`config.mk`:
```
export PLATFORM = sky130hd
export DESIGN_NAME = bp_fe_queue_buffer_flat
export DESIGN_NICKNAME = d
export VERILOG_FILES = /design/src/rtl/bp_fe_queue_buffer_if.sv /design/src/rtl/bp_fe_queue_buffer.sv /design/src/flat_wrapper.sv
export SDC_FILE = /design/constraint.sdc
export NUM_CORES = 1
export LEC_CHECK = 0
export ABC_AREA = 1
export CAP_MARGIN = 10
export CORE_AREA = 2 2 273 275
export CTS_CLUSTER_DIAMETER = 40
export DETAILED_ROUTE_END_ITERATION = 16
export DIE_AREA = 0 0 275 277
export GPL_TIMING_DRIVEN = 0
export PLACE_DENSITY = 0.75
export REMOVE_ABC_BUFFERS = 1
export SYNTH_ARGS = -nofsm -noshare
export SYNTH_HDL_FRONTEND = slang
export SYNTH_SLANG_ARGS = --single-unit
export TNS_END_PERCENT = 50
```
`constraint.sdc`:
```
create_clock -name clk_i -period 8.7 [get_ports clk_i]
set_input_delay 2.175 -clock clk_i [delete_from_list [all_inputs] [get_ports clk_i]]
set_output_delay 2.175 -clock clk_i [all_outputs]
set_load 0.02 [all_outputs]
```
`src/rtl/bp_fe_queue_buffer_if.sv`:
```
// Handshake bundle between the fetch stage and bp_fe_queue_buffer:
// valid/ready on the enqueue side, valid/yumi on the dequeue side.
interface bp_fe_queue_buffer_if #(
  parameter int unsigned width_p = 128
);
  logic [width_p-1:0] data_i;
  logic               v_i;
  logic               ready_o;
  logic [width_p-1:0] data_o;
  logic               v_o;
  logic               yumi_i;

  modport master (
    output data_i, v_i, yumi_i,
    input  ready_o, data_o, v_o
  );

  modport slave (
    input  data_i, v_i, yumi_i,
    output ready_o, data_o, v_o
  );
endinterface

```
`src/rtl/bp_fe_queue_buffer.sv`:
```
// FE queue message buffer: circular FIFO with wrap-bit pointers and synchronous flush.
// Define BP_FE_QUEUE_ROLLBACK_EN to keep dequeued entries until commit_i, replayable via rollback_i.
module bp_fe_queue_buffer #(
  parameter int unsigned els_p   = 8,
  parameter int unsigned width_p = 128
) (
  input  logic                       clk_i,
  input  logic                       reset_n_i,
  input  logic                       clr_v_i,
  bp_fe_queue_buffer_if.slave        fe_if,
  input  logic                       commit_i,
  input  logic                       rollback_i,
  output logic [$clog2(els_p):0]     count_o
);

  localparam int unsigned idx_w_lp = $clog2(els_p);
  localparam int unsigned ptr_w_lp = idx_w_lp + 1;

  typedef logic [ptr_w_lp-1:0] ptr_t;

  logic [width_p-1:0] r_mem [els_p];

  ptr_t r_wptr;
  ptr_t r_rptr;
  ptr_t w_wptr_n;
  ptr_t w_rptr_n;
  ptr_t w_cptr;
  ptr_t w_occ;

  logic w_full;
  logic w_empty;
  logic w_enq;
  logic w_deq;
  logic w_rb;

  // Status comes only from registered pointers, so ready_o has no input path.
  assign w_occ   = r_wptr - w_cptr;
  assign w_full  = (w_occ == ptr_t'(els_p));
  assign w_empty = (r_wptr == r_rptr);

  assign w_enq = fe_if.v_i & ~w_full;
  assign w_deq = fe_if.yumi_i & ~w_empty & ~w_rb;

  assign fe_if.ready_o = ~w_full;
  assign fe_if.v_o     = ~w_empty;
  assign fe_if.data_o  = r_mem[r_rptr[idx_w_lp-1:0]];
  assign count_o       = w_occ;

`ifdef BP_FE_QUEUE_ROLLBACK_EN
  ptr_t r_cptr;
  ptr_t w_cptr_n;

  assign w_rb   = rollback_i;
  assign w_cptr = r_cptr;

  // Commit snapshots next-state rptr so a same-cycle dequeue is retired too.
  always_comb begin
    w_cptr_n = r_cptr;
    if (clr_v_i) begin
      w_cptr_n = '0;
    end else if (!rollback_i && commit_i) begin
      w_cptr_n = w_rptr_n;
    end
  end

  always_ff @(posedge clk_i or negedge reset_n_i) begin
    if (!reset_n_i) begin
      r_cptr <= '0;
    end else begin
      r_cptr <= w_cptr_n;
    end
  end
`else
  logic w_unused_ctl;

  // Without rollback cptr always equals rptr, so it is an alias rather than a flop.
  assign w_rb         = 1'b0;
  assign w_cptr       = r_rptr;
  assign w_unused_ctl = commit_i ^ rollback_i;
`endif

  always_comb begin
    w_wptr_n = r_wptr;
    w_rptr_n = r_rptr;
    if (clr_v_i) begin
      w_wptr_n = '0;
      w_rptr_n = '0;
    end else begin
      if (w_enq) begin
        w_wptr_n = r_wptr + ptr_t'(1);
      end
      if (w_rb) begin
        w_rptr_n = w_cptr;
      end else if (w_deq) begin
        w_rptr_n = r_rptr + ptr_t'(1);
      end
    end
  end

  always_ff @(posedge clk_i or negedge reset_n_i) begin
    if (!reset_n_i) begin
      r_wptr <= '0;
      r_rptr <= '0;
    end else begin
      r_wptr <= w_wptr_n;
      r_rptr <= w_rptr_n;
    end
  end

  // Storage is never reset or cleared; a flush suppresses the write instead.
  always_ff @(posedge clk_i) begin
    if (w_enq && !clr_v_i) begin
      r_mem[r_wptr[idx_w_lp-1:0]] <= fe_if.data_i;
    end
  end

endmodule

```
`src/flat_wrapper.sv`:
```
// flat-port wrapper written by rule: the top's interface ports become plain ports
module bp_fe_queue_buffer_flat 
#(
  parameter int unsigned els_p   = 8,
  parameter int unsigned width_p = 128
)
  (clk_i, reset_n_i, clr_v_i, commit_i, rollback_i, count_o, fe_if_data_i, fe_if_v_i, fe_if_yumi_i, fe_if_ready_o, fe_if_data_o, fe_if_v_o);
  bp_fe_queue_buffer_if #(.width_p(width_p)) fe_if_i ();
  input  logic clk_i;
  input  logic reset_n_i;
  input  logic clr_v_i;
  input  logic commit_i;
  input  logic rollback_i;
  output logic [$clog2(els_p):0] count_o;
  input wire logic [$bits(fe_if_i.data_i)-1:0] fe_if_data_i;
  input wire logic [$bits(fe_if_i.v_i)-1:0] fe_if_v_i;
  input wire logic [$bits(fe_if_i.yumi_i)-1:0] fe_if_yumi_i;
  output wire logic [$bits(fe_if_i.ready_o)-1:0] fe_if_ready_o;
  output wire logic [$bits(fe_if_i.data_o)-1:0] fe_if_data_o;
  output wire logic [$bits(fe_if_i.v_o)-1:0] fe_if_v_o;
  assign fe_if_i.data_i = fe_if_data_i;
  assign fe_if_i.v_i = fe_if_v_i;
  assign fe_if_i.yumi_i = fe_if_yumi_i;
  assign fe_if_ready_o = fe_if_i.ready_o;
  assign fe_if_data_o = fe_if_i.data_o;
  assign fe_if_v_o = fe_if_i.v_o;
  bp_fe_queue_buffer #(.els_p(els_p), .width_p(width_p)) u_core (.clk_i(clk_i), .reset_n_i(reset_n_i), .clr_v_i(clr_v_i), .fe_if(fe_if_i), .commit_i(commit_i), .rollback_i(rollback_i), .count_o(count_o));
endmodule
```
# [Word level (Yosys, flattened, before mapping)]
# Memory sizes are Yosys's and may differ from the RTL's.
# Cells that the tools add are included.
[op_classes] eq_ne=2 n_mul=0 shifts=0 n_div=0 n_addsub=3 mux=6 magnitude_cmp=0 reduce_logical=4 bitwise_logic=4
[ops] cell="4-bit 2-to-1 mux" n=4
[ops] cell="4-bit by 1-bit adder with 4-bit output, second input constant" n=2
[ops] cell="4-bit equality test" n=1
[ops] cell="4-bit equality test, second input constant" n=1
[ops] cell="2-bit nonzero test" n=2
[ops] cell="4-bit subtractor" n=1
[ops] cell="1-bit bitwise AND" n=2
[ops] cell="1-bit 2-to-1 mux" n=2
[ops] cell="1-bit inverter" n=2
[ops] cell="1-bit logical AND" n=1
[ops] cell="1-bit logical NOT" n=1
[totals] rom_bits=0 wordCells=22 mem_count=1 regBits=8 latchBits=0 out_inout_bits=134 in_bits=135 ramBits=1024
[memory_table] memory="u_core.r_mem" depth=8 word_bits=128 read_ports=1 rd_clocked_by_memory_dff=0 wr=1 line_no="bp_fe_queue_buffer.sv:21" rtl="logic [width_p-1:0] r_mem [els_p];"

# [Depth between registers and ports, before layout]
# Gate-level depths: netlist of the first run.
[logic_depth] depth_word=7 depth_mapped=12 depth_no_buf=12

# [Worst setup path before layout of the first run]
# OpenSTA, ideal clock, no wires.
[synth_path] kind="input to register" startpoint="input clr_v_i" endpoint="memory u_core.r_mem[0][0], enable pin" path_slack_ns=0.236 t_required_ns=8.083 n_path_buf=0 arrival_time_ns=7.846 cell_stages=3 setup_time_ns=0.617 path_cell_list="inv_1 nand3_1 nor2_1"
[synth_between] elab_chain_cells=4
[synth_lines] item="from (decl)" line_no="flat_wrapper.sv:11" rtl="input logic clr_v_i;"
[synth_lines] item="1-bit logical NOT" line_no="bp_fe_queue_buffer.sv:112" rtl="if (w_enq && !clr_v_i) begin"
[synth_lines] item="1-bit logical AND" line_no="bp_fe_queue_buffer.sv:112"
[synth_lines] item="1-bit 2-to-1 mux" line_no="bp_fe_queue_buffer.sv:112"
[synth_lines] item="1-bit 2-to-1 mux (not written as such)" line_no="bp_fe_queue_buffer.sv:113" rtl="r_mem[r_wptr[idx_w_lp-1:0]] <= fe_if.data_i;"
[synth_lines] item="to (decl)" line_no="bp_fe_queue_buffer.sv:21"
# Every way passes these cells.

# [Worst setup path in the final report of the first run]
[layout_path] startpoint="register u_core.r_rptr[2]" endpoint="output fe_if_ready_o"
[layout_between] elab_chain_cells=3
[layout_lines] item="from (decl)" line_no="bp_fe_queue_buffer.sv:24" rtl="ptr_t r_rptr;"
[layout_lines] item="from (signal assigned)" line_no="bp_fe_queue_buffer.sv:106" rtl="r_rptr <= w_rptr_n;"
[layout_lines] item="4-bit subtractor" line_no="bp_fe_queue_buffer.sv:37" rtl="assign w_occ = r_wptr - w_cptr;"
[layout_lines] item="4-bit equality test" line_no="bp_fe_queue_buffer.sv:38" rtl="assign w_full = (w_occ == ptr_t'(els_p));"
[layout_lines] item="1-bit inverter" line_no="bp_fe_queue_buffer.sv:44" rtl="assign fe_if.ready_o = ~w_full;"
[layout_lines] item="to (decl)" line_no="flat_wrapper.sv:18" rtl="output wire logic [$bits(fe_if_i.ready_o)-1:0] fe_if_ready_o;"
# Every way passes these cells.

==> results of run 1 <==
## worst max-delay path, stage by stage, from the launching register on
cell	delay [ps]
dfrtp_4	770
buf_16	340
inv_8	350
buf_16	490
ha_1	380
a21oi_1	220
nand3_1	130
nand3_1	250
clkdlybuf4s50_1	680
## cells by family after synthesis
logic type | Yosys count | synth area share [%]
AND/OR/NAND/NOR | 952 | 9.02
buffers and inverters | 213 | 2.92
flip-flops | 1032 | 77.3
AO/OA/AOI/OAI | 773 | 10.5
adder cells (fa/ha/maj) | 6 | 0.206
XOR/XNOR | 4 | 0.0875
## stage by stage
step | util (%) | worst slack, ps | instance area, um2
floorplan | - | -7020 | 38900
global placement | 58.2 | -23070 | 42800
detailed placement | 60.2 | 2880 | 44300
CTS | 65.8 | 2140 | 48400
global route | 65.8 | 2000 | 48400
finish | 65.8 | 2140 | 48400
## worst min path at each step
stage / from / slack [ps] / cells after the start / endpoint
after floorplan: u_core.r_wptr[3]$_DFFE_PN0P_ / 490 / 2 / u_core.r_wptr[3]$_DFFE_PN0P_
after global placement: u_core.r_wptr[3]$_DFFE_PN0P_ / 520 / 2 / u_core.r_wptr[3]$_DFFE_PN0P_
after detailed placement: u_core.r_wptr[3]$_DFFE_PN0P_ / 560 / 2 / u_core.r_wptr[3]$_DFFE_PN0P_
after CTS: u_core.r_wptr[3]$_DFFE_PN0P_ / 570 / 2 / u_core.r_wptr[3]$_DFFE_PN0P_
after global routing: u_core.r_wptr[3]$_DFFE_PN0P_ / 600 / 2 / u_core.r_wptr[3]$_DFFE_PN0P_
final: u_core.r_wptr[3]$_DFFE_PN0P_ / 580 / 2 / u_core.r_wptr[3]$_DFFE_PN0P_
## routing by layer
metal	vias up	part of all wire, %
met5	-	0.070
li1	11500	-
met3	198	7.8
met2	1164	51
met4	10	2.8
met1	12700	39
## synthesized netlist by cell type (4+ instances only)
cell	number	share of area [%]
buf_1	13	0.12
buf_2	48	0.60
buf_4	20	0.38
buf_6	30	0.84
clkbuf_1	85	0.80
dfrtp_1	8	0.50
edfxtp_1	1024	77
ha_1	5	0.16
inv_1	12	0.11
nand2_1	402	3.8
nand3_1	18	0.23
nand4_1	4	0.062
nor2_1	526	4.9
o21ai_0	409	5.1
o21ai_1	107	1.3
o22ai_1	256	4.0
xor2_1	4	0.087
## flip-flops by register name, summed over array words and instances (netlist names)
| signal | count |
|---|---|
| u_core.r_mem | 1024 |
| u_core.r_rptr | 4 |
| u_core.r_wptr | 4 |
## cell usage in the layout, fill, tap and decap left out, types with 3 or more instances in the layout
cell type	Yosys	routed
nor2_1	526	518
dfrtp_1	8	5
edfxtp_1	1024	1024
inv_16	0	4
nor2_4	0	8
o21ai_1	107	107
inv_6	1	16
clkbuf_1	85	14
buf_16	0	21
nand2_1	402	402
nand3_1	18	18
o22ai_1	256	256
ha_1	5	5
bufinv_16	0	15
nand4_1	4	4
clkinv_4	0	8
inv_8	0	8
clkinv_1	0	12
clkinv_2	0	22
clkinvlp_4	0	8
dfrtp_4	0	3
clkbuf_16	0	122
buf_12	0	41
xor2_1	4	4
diode_2	0	8
clkdlybuf4s50_1	0	266
o21ai_0	409	409
inv_1	12	11
## where the power goes
part / total [mW] / switching (mW) / internal, mW / leakage, nW
registers: 5.81 / 0.0982 / 5.71 / 9.35
clock network: 5.09 / 2.03 / 3.06 / 2.02
logic: 4.17 / 2.65 / 1.52 / 5.05
total: 15.1 / 4.78 / 10.3 / 16.4
## layout make-up
type / count / area share [%]
multi-input combinational: 1735 / 16.5
antenna: 8 / 0.0413
sequential: 1032 / 63.9
timing repair buffer: 328 / 8.38
tap: 969 / 2.50
clock inverter: 91 / 2.11
clock buffer: 136 / 6.41
inverter: 14 / 0.173
==> qor.yml, run 1 <==
ys_seq_area_share_pct: 77.3
tns_ps: 0
final_layout_size_suffix_gt1_share_pct: 8.33
worst_pin_slew_ps: 1020
ys_seq_elements: 1032
clkTransAtPathRegs_ps: 60
reg2reg_slack_ps: 2860
finalMaxSlewViolations: 0
grt.total_usage_pct: 24.8
async_flop_share_pct: 0.775
clock_skew_ps: 27.7
core_um2: 73600
achievable-frequency_ghz: 0.152
synth_area_um2: 40000
grt_pass1_wl_um: 145000
period_share_pct: 75.4
antenna_found_initial: 12
grt_max_degree: 211
num_vias: 25600
fin_nets: 3373
outcome: "completed"
slew_headroom_pct: 32.0
cp_max_fo: 87
total_power_mw: 15.1
clk-insertion-delay-late_ps: 670
irDropWorstVdd_mv: 0.260
nFillCells: 5025
place_congestion: 0.735
rr_endpoint: "u_core.r_mem[0][86]$_DFFE_PP_"
die_w_um: 275
grtUsageMet2_pct: 41.8
startpoint: "u_core.r_rptr[2]$_DFFE_PN0P_"
first_iter_violations: 2552
area_delta_synth_final_pct: 21.0
p_per_area_nw_per_um2: 311
multiInputGateArea_um2: 7980
synth-main-ff-cell: "edfxtp_1"
die_area_um2: 76200
netlist-cell-type-count: 24
vias_per_cell: 5.93
cp-end-kind: "output port"
dpl.hpwl_um: 52500
cts-hold-fix-buffers: 0
htree_levels: 3
yosys_warnings: 0
fin_cells: 4313
die_h_um: 277
place_inst: 4078
endpoint: "fe_if_ready_o"
rsz0062_at_grt: "false"
hold_ws_ps: 579
maxCapViolations: 0
synth_cells: 2980
drc: 0
reg2reg_depth: 13
holdCritPathClass: "flop to flop"
cts_root_buf: "clkbuf_16"
met3_usage_pct: 4.32
synth_edf_count: 1024
power.leakage_nw: 16.4
numPortBuffers: 266
grt_overflow: 0
wl_um: 95700
start_util_pct: 54.4
cp.required_ps: 6530
r2r-start: "u_core.r_rptr[2]$_DFFE_PN0P_"
setup_violations: 0
cts_tree: "built"
postCtsSetupRepairBufs: 0
critPathKind: "flop to output port"
hold_viol: 0
grt_use_met1_pct: 31.9
ant_nets: 0
ioPinCount: 269
grt_pass1_vias: 26100
busiest_layer: "met2"
cts_buffers: 121
num_rows: 100
cts_sinks: 1032
first_pass_iters: 6
cts-resized-gates: 0
clk_path_buf_depth: 3
syn_avg_cell_area_um2: 13.4
min_period_ps: 6560
wl_per_cell_um: 22.2
seq_area_um2: 31000
arrival_ps: 4390
start_kind: "flop"
Note: power is estimated with default switching activity, not from simulation.
==> run 2, diff against run 1 <==
==> constraint.sdc (replaced) <==
create_clock -name clk_i -period 6.5 [get_ports clk_i]
set_input_delay 1.625 -clock clk_i [delete_from_list [all_inputs] [get_ports clk_i]]
set_output_delay 1.625 -clock clk_i [all_outputs]
set_load 0.02 [all_outputs]
==> results of run 2 <==
Same layout as run 1 (identical final DEF). Status: completed.
Main changes from that run: setup slack after placement 2880 ps -> 736 ps; setup slack after layout 2140 ps -> 488 ps; register-to-register setup slack 2860 ps -> 660 ps; total power 15.1 mW -> 20.2 mW; worst IR drop on VDD 0.260 mV -> 0.348 mV
